--- config.mk ---
export PLATFORM = sky130hd
export DESIGN_NAME = clk_divide_bank
export DESIGN_NICKNAME = d
export VERILOG_FILES = /design/src/rtl/clk_divide_pkg.sv /design/src/rtl/clk_divide_chan.sv /design/src/rtl/clk_divide_bank.sv
export SDC_FILE = /design/constraint.sdc
export NUM_CORES = 1
export LEC_CHECK = 0
export BUFFER_PORTS_ARGS = -buffer_cell sky130_fd_sc_hd__buf_2
export CAP_MARGIN = 20
export CORE_ASPECT_RATIO = 0.8
export CORE_MARGIN = 5
export CORE_UTILIZATION = 45
export CTS_CLUSTER_DIAMETER = 200
export CTS_CLUSTER_SIZE = 12
export DETAILED_ROUTE_END_ITERATION = 12
export MAX_ROUTING_LAYER = met4
export PLACE_DENSITY = 0.68
export SLEW_MARGIN = 20
export SYNTH_ARGS = -nofsm -noshare
export SYNTH_HDL_FRONTEND = slang
export SYNTH_HIERARCHICAL = 1
export SYNTH_SLANG_ARGS = --single-unit
--- constraint.sdc ---
create_clock -name clk_in -period 5.31 [get_ports clk_in]
set_clock_uncertainty 0.2 [all_clocks]
set_input_delay 0.531 -clock clk_in [delete_from_list [all_inputs] [get_ports clk_in]]
set_output_delay 0.531 -clock clk_in [all_outputs]
set_load 0.03 [all_outputs]
--- src/rtl/clk_divide_pkg.sv ---
// clk_divide_pkg: shared defaults and half-period helper for the divider bank
package clk_divide_pkg;
  localparam int CNT_W_DEF  = 32;
  localparam int NUM_CH_DEF = 4;
  function automatic logic [31:0] half_up(input logic [31:0] d);
    return (d >> 1) + {31'd0, d[0]};
  endfunction
endpackage

--- src/rtl/clk_divide_chan.sv ---
// clk_divide_chan: one divide-by-D channel with shadowed divisor reload
module clk_divide_chan
  import clk_divide_pkg::*;
#(
  parameter int CNT_W = CNT_W_DEF
) (
  input  logic             clk_in,
  input  logic             reset,
  input  logic             enable,
  input  logic             load,
  input  logic             sync,
  input  logic [CNT_W-1:0] divisor,
  output logic             clk_out,
  output logic             tick,
  output logic             pending
);
  logic [CNT_W-1:0] act_d, pend_d, cnt, cnt_inc, new_d, half;
  logic running, wrap, apply;
  always_comb begin
    cnt_inc = cnt + CNT_W'(1);
    half    = CNT_W'(half_up(32'(act_d)));
    wrap    = running && (cnt_inc == act_d);
    apply   = enable && (!running || sync || wrap);
    new_d   = load ? divisor : pending ? pend_d : act_d;
  end
  // apply covers restart, sync and period boundary: each begins a fresh period
  always_ff @(posedge clk_in or negedge reset)
    if (!reset) begin
      act_d   <= '0;
      pend_d  <= '0;
      pending <= 1'b0;
      cnt     <= '0;
      running <= 1'b0;
      clk_out <= 1'b0;
      tick    <= 1'b0;
    end else if (apply) begin
      act_d   <= new_d;
      pending <= 1'b0;
      cnt     <= '0;
      running <= |new_d;
      clk_out <= |new_d;
      tick    <= |new_d;
    end else if (enable) begin
      cnt     <= cnt_inc;
      clk_out <= cnt_inc < half;
      tick    <= 1'b0;
      if (load) begin
        pend_d  <= divisor;
        pending <= 1'b1;
      end
    end else begin
      running <= 1'b0;
      cnt     <= '0;
      clk_out <= 1'b0;
      tick    <= 1'b0;
      if (load && running) begin
        pend_d  <= divisor;
        pending <= 1'b1;
      end else if (load) begin
        act_d   <= divisor;
        pending <= 1'b0;
      end
    end
endmodule

--- src/rtl/clk_divide_bank.sv ---
// clk_divide_bank: bank of independent programmable clock dividers with common sync
module clk_divide_bank
  import clk_divide_pkg::*;
#(
  parameter int NUM_CH = NUM_CH_DEF,
  parameter int CNT_W  = CNT_W_DEF
) (
  input  logic                    clk_in,
  input  logic                    reset,
  input  logic [NUM_CH-1:0]       enable,
  input  logic [NUM_CH*CNT_W-1:0] divisor,
  input  logic [NUM_CH-1:0]       load,
  input  logic                    sync,
  output logic [NUM_CH-1:0]       clk_out,
  output logic [NUM_CH-1:0]       tick,
  output logic [NUM_CH-1:0]       pending
);
  for (genvar i = 0; i < NUM_CH; i++) begin : g_ch
    clk_divide_chan #(.CNT_W(CNT_W)) u_chan (
      .clk_in  (clk_in),
      .reset   (reset),
      .enable  (enable[i]),
      .load    (load[i]),
      .sync    (sync),
      .divisor (divisor[i*CNT_W +: CNT_W]),
      .clk_out (clk_out[i]),
      .tick    (tick[i]),
      .pending (pending[i])
    );
  end
endmodule
==> impl_summary.log <==
INFO  metric layout.area.seq = 10000 um^2
INFO  metric crit_path_frequent_cell = sky130_fd_sc_hd__a21o_1
INFO  metric via_cell_ratio = 6.16
INFO  metric power_switching_share = 34.6%
INFO  metric postSynth.topFlopCell = sky130_fd_sc_hd__dfrtp_1
INFO  metric route.top_layer_used = met4
INFO  metric finalCriticalPeriod = 4540 ps
INFO  metric wire_length_on_met2 = 39.4 mm
INFO  metric hp-class = input pin to flip-flop
INFO  metric timing.setup.critical_path_class = flip-flop to flip-flop
INFO  metric drt_iter0_drc = ~3200
INFO  metric grt_start_max_net_pins = 107
INFO  metric p_comb_share = 25.8%
INFO  metric intPower = 6.00 mW
INFO  metric route.detailed.wl_per_inst = 20.6 um
INFO  metric globalplace.congestion = between 1 and 1.5
INFO  metric drt_wl_total = 93.5 mm
INFO  metric crit_chain = nand3_1 > nor4_1 > nand4_1 > nor3_1 > nand2_1 > xor2_1 > ha_1 > a21o_1 > a21o_1 > a21oi_1 > nor2b_1 > o21ai_0 > a31oi_1 > a211o_1 > o22ai_1
INFO  metric clk-insertion-delay-late = 590 ps
INFO  metric post_synth_inst_count = 3608
INFO  metric tritoncts_num_sinks = 400
INFO  metric placementRows = 86
INFO  metric synth.yosys.warnings = 6
INFO  metric dr_total_vias = 27900
INFO  metric endpoint_kind = flip-flop
INFO  metric start_util = 45.4%
INFO  metric crit_required = 5570 ps
INFO  metric power_density = 269 nW/um^2
INFO  metric post-route-period-util = 85.6%
INFO  metric postRouteAntennaNets = 0
INFO  metric vdd.ir_drop.worst = 0.276 mV
INFO  metric number_of_global_route_vias_before_repair = 25900
INFO  metric cts.htree.levels = 2
INFO  metric synth_area = between 30000 and 40000 um^2
INFO  metric cts_setup_buffers = 0
INFO  metric number_of_buffers_inserted_during_clock_tree_synthesis = 39
INFO  metric tns = 0 ps
INFO  metric fin_util = 49.5%
INFO  metric result_of_the_run = finished clean
INFO  metric synth.ff_latch_count = 400
INFO  metric worstPathArrival = ~4800 ps
INFO  metric die_height = 246 um
INFO  metric drc = 0
INFO  metric placed_cell_area = 32300 um^2
INFO  metric first_pass_iters = 7
INFO  metric dp_hpwl = 68.3 mm
INFO  metric proportion_of_synthesized_flip_flops_having_asynchronous_set_or_reset = 100%
INFO  metric crit_path_top_delay_cell = sky130_fd_sc_hd__nor4_1
INFO  metric slew_headroom = 29.3%
INFO  metric max_stage_delay = 610 ps
INFO  metric max_slew.worst_pin.slew = 1060 ps
INFO  metric fp.dieArea = 74900 um^2
INFO  metric post_route_cells_drive_above_1_share = 12.3%
INFO  metric setup_viol_count_final = 0
INFO  metric clock-root-buffer = sky130_fd_sc_hd__clkbuf_16
INFO  metric core_region_area = roughly 70000 um^2
INFO  metric top_level_ports = 151
INFO  metric clock_power_share = between 20% and 30%
INFO  metric worstPathBufferInverterCount = 0
INFO  metric crit_family = simple AND/OR/NAND/NOR gates
INFO  metric drv.max_cap_violation_count = 0
INFO  metric port_buffers = 150
INFO  metric die_w = 305 um
INFO  metric critPathMaxFanout = 9
INFO  metric area_growth = 8.90%
INFO  metric antenna_violations_before_repair = 2
INFO  metric fillers = 6576
INFO  metric cts.repair.resized = 0
INFO  metric max_buffers_root_to_sink = 3
INFO  metric global_route.overflow_total = 0
INFO  metric num-nets-final = 3869
INFO  metric yosys.cell_types.count = 68
INFO  metric met1Wirelength = 43.6 mm
INFO  metric timing_hold_violations_final = 0
INFO  metric power.leakage = 13.4 nW
INFO  metric rsz0062_at_grt = false
INFO  metric avgSynthCellArea = ~8.7 um^2
INFO  metric final_design_area_no_fill = 34100 um^2
INFO  metric multiInputGateArea = 19600 um^2
INFO  metric track_usage = about a quarter
INFO  metric clkSlewWorstSetupHoldPaths = 60 ps
INFO  metric grt_first_pass_wirelength = approximately 150 mm
INFO  metric synth_sequential_area_ratio = 32.0%
INFO  metric routed-wl-met3 = 8.60 mm
INFO  metric critPathLaunchType = flip-flop
INFO  metric mappedNetlistNets = 3883
INFO  metric synth_top_cells_by_area = sky130_fd_sc_hd__dfrtp_1 32%, sky130_fd_sc_hd__o211ai_1 6.3%, sky130_fd_sc_hd__ha_1 5.4%, sky130_fd_sc_hd__xnor2_1 4.3%, sky130_fd_sc_hd__mux2i_1 4.2%
INFO  metric seqPwrFrac = between 40% and 50%
INFO  metric cts_tree = yes
INFO  metric synth_top_cell_area_share = a little under a third
INFO  metric switchingPower = 3.17 mW
INFO  metric clock.fmax = 220 MHz
INFO  metric finalMaxSlewViolations = 0
INFO  metric synth_enable_flop_cells = 0
INFO  metric synth_area_leader_cell = sky130_fd_sc_hd__dfrtp_1
==> flip-flops by register name (all words and copies together) (netlist names) <==
register / flops
g_ch.u_chan/clk_out: 4
g_ch.u_chan/tick: 4
g_ch.u_chan/cnt: 128
g_ch.u_chan/pend_d: 128
g_ch.u_chan/pending: 4
g_ch.u_chan/running: 4
g_ch.u_chan/act_d: 128
==> cell usage after synthesis (all sizes together), types with 12 or more instances <==
library cell	instances
nand2	296
a21o	32
or2	20
a21oi	172
clkbuf	232
a211o	16
o22ai	16
ha	136
o21ai	44
a211oi	12
a32oi	12
o211ai	264
nor4	40
mux2i	132
or4	32
xor2	144
nand2b	20
nor3b	16
o211a	12
and3	28
dfrtp	400
nand3	128
nand4	168
buf	100
o2111ai	20
or3b	12
nor2	320
a311oi	16
a31oi	12
mux2	136
and2	16
nor3	72
nor2b	144
xnor2	152
and4	28
inv	76
or3	24
==> path summary, 6_finish.rpt <==
path | from | end | slack, ps | cells after the start
max in group asynchronous | reset | g_ch[1].u_chan/pending | 3340 | 3
hold reg to reg | g_ch[1].u_chan/pend_d[28] | g_ch[1].u_chan/pend_d[28] | 290 | 1
setup / recovery | g_ch[3].u_chan/act_d[4] | g_ch[3].u_chan/clk_out | 770 | 15
hold / removal | divisor[105] | g_ch[3].u_chan/pend_d[9] | 30 | 2
min in group asynchronous | reset | g_ch[3].u_chan/act_d[27] | 410 | 2
setup reg to reg | g_ch[3].u_chan/act_d[4] | g_ch[3].u_chan/clk_out | 770 | 15
==> power by group through the flow <==
stage               clock network [mW]  logic (mW)  registers (mW)
global placement                     0        2.25            4.19
finish                            2.63        2.36            4.17
floorplan                            0        1.98            3.75
detailed placement                   0        2.29            4.20
CTS                               2.71        2.35            4.15
global route                      2.82        2.62            4.23
==> metrics by stage <==
stage	std cells	setup WS [ps]	total power, mW	hold WS [ps]
final	4528	766	9.17	26.8
after global routing	4526	460	9.67	16.7
after CTS	4524	860	9.20	0.0474
after detailed placement	4411	884	6.50	281
after global placement	4411	894	6.44	275
after floorplan	3608	1610	5.73	35.4
==> cell usage in the layout, fill, tap and decap left out, types with 20 or more instances in the layout <==
master and instances:
sky130_fd_sc_hd__buf_4 58, sky130_fd_sc_hd__mux2_1 20, sky130_fd_sc_hd__mux2_2 116, sky130_fd_sc_hd__inv_1 76, sky130_fd_sc_hd__dlygate4sd3_1 66, sky130_fd_sc_hd__xor2_1 144, sky130_fd_sc_hd__nor2b_1 144, sky130_fd_sc_hd__nand2_1 296
sky130_fd_sc_hd__o21ai_0 36, sky130_fd_sc_hd__or2_2 20, sky130_fd_sc_hd__xnor2_1 152, sky130_fd_sc_hd__nor2_1 320, sky130_fd_sc_hd__clkbuf_16 41, sky130_fd_sc_hd__or3_1 20, sky130_fd_sc_hd__dfrtp_1 396, sky130_fd_sc_hd__ha_1 136
sky130_fd_sc_hd__and3_1 28, sky130_fd_sc_hd__buf_2 149, sky130_fd_sc_hd__nand4_1 160, sky130_fd_sc_hd__nand3_1 128, sky130_fd_sc_hd__a21oi_1 172, sky130_fd_sc_hd__or4_1 31, sky130_fd_sc_hd__mux2i_1 132, sky130_fd_sc_hd__nor3_1 72
sky130_fd_sc_hd__nor4_1 36, sky130_fd_sc_hd__and4_1 28, sky130_fd_sc_hd__nand2b_1 20, sky130_fd_sc_hd__a21o_1 32, sky130_fd_sc_hd__o211ai_1 264
==> repair_timing <==
action                     4_1_cts  5_1_grt
hold endpoints to repair       198        0
setup endpoints to repair        0        0
hold buffers                    66        0
==> metal layers <==
layer	vias up	GRT usage, %
met1	13400	36.7
met2	1263	35.4
met3	154	5.11
met4	0	5.16
li1	13100	-
met5	-	-
==> logic make-up (layout without fill, tap and decap cells) <==
kind of cell	Yosys count	count (layout)	synth area share [%]
compound gates	712	712	16.2
xor+xnor	304	304	8.86
other cells	0	4	0
mux	268	268	9.12
flops	400	400	32.0
fa+ha+maj	136	136	5.44
buf+inv	408	400	5.42
simple gates	1380	1380	23.0
==> cell type report <==
type	instances	area share, %
tap	924	3.39
clock buffer	45	3.06
multi-input combinational	2800	57.6
sequential	400	29.4
inverter	76	0.837
antenna	4	0.0294
clock inverter	2	0.0845
timing repair buffer	277	5.63
(Power assumes the default switching activity.)
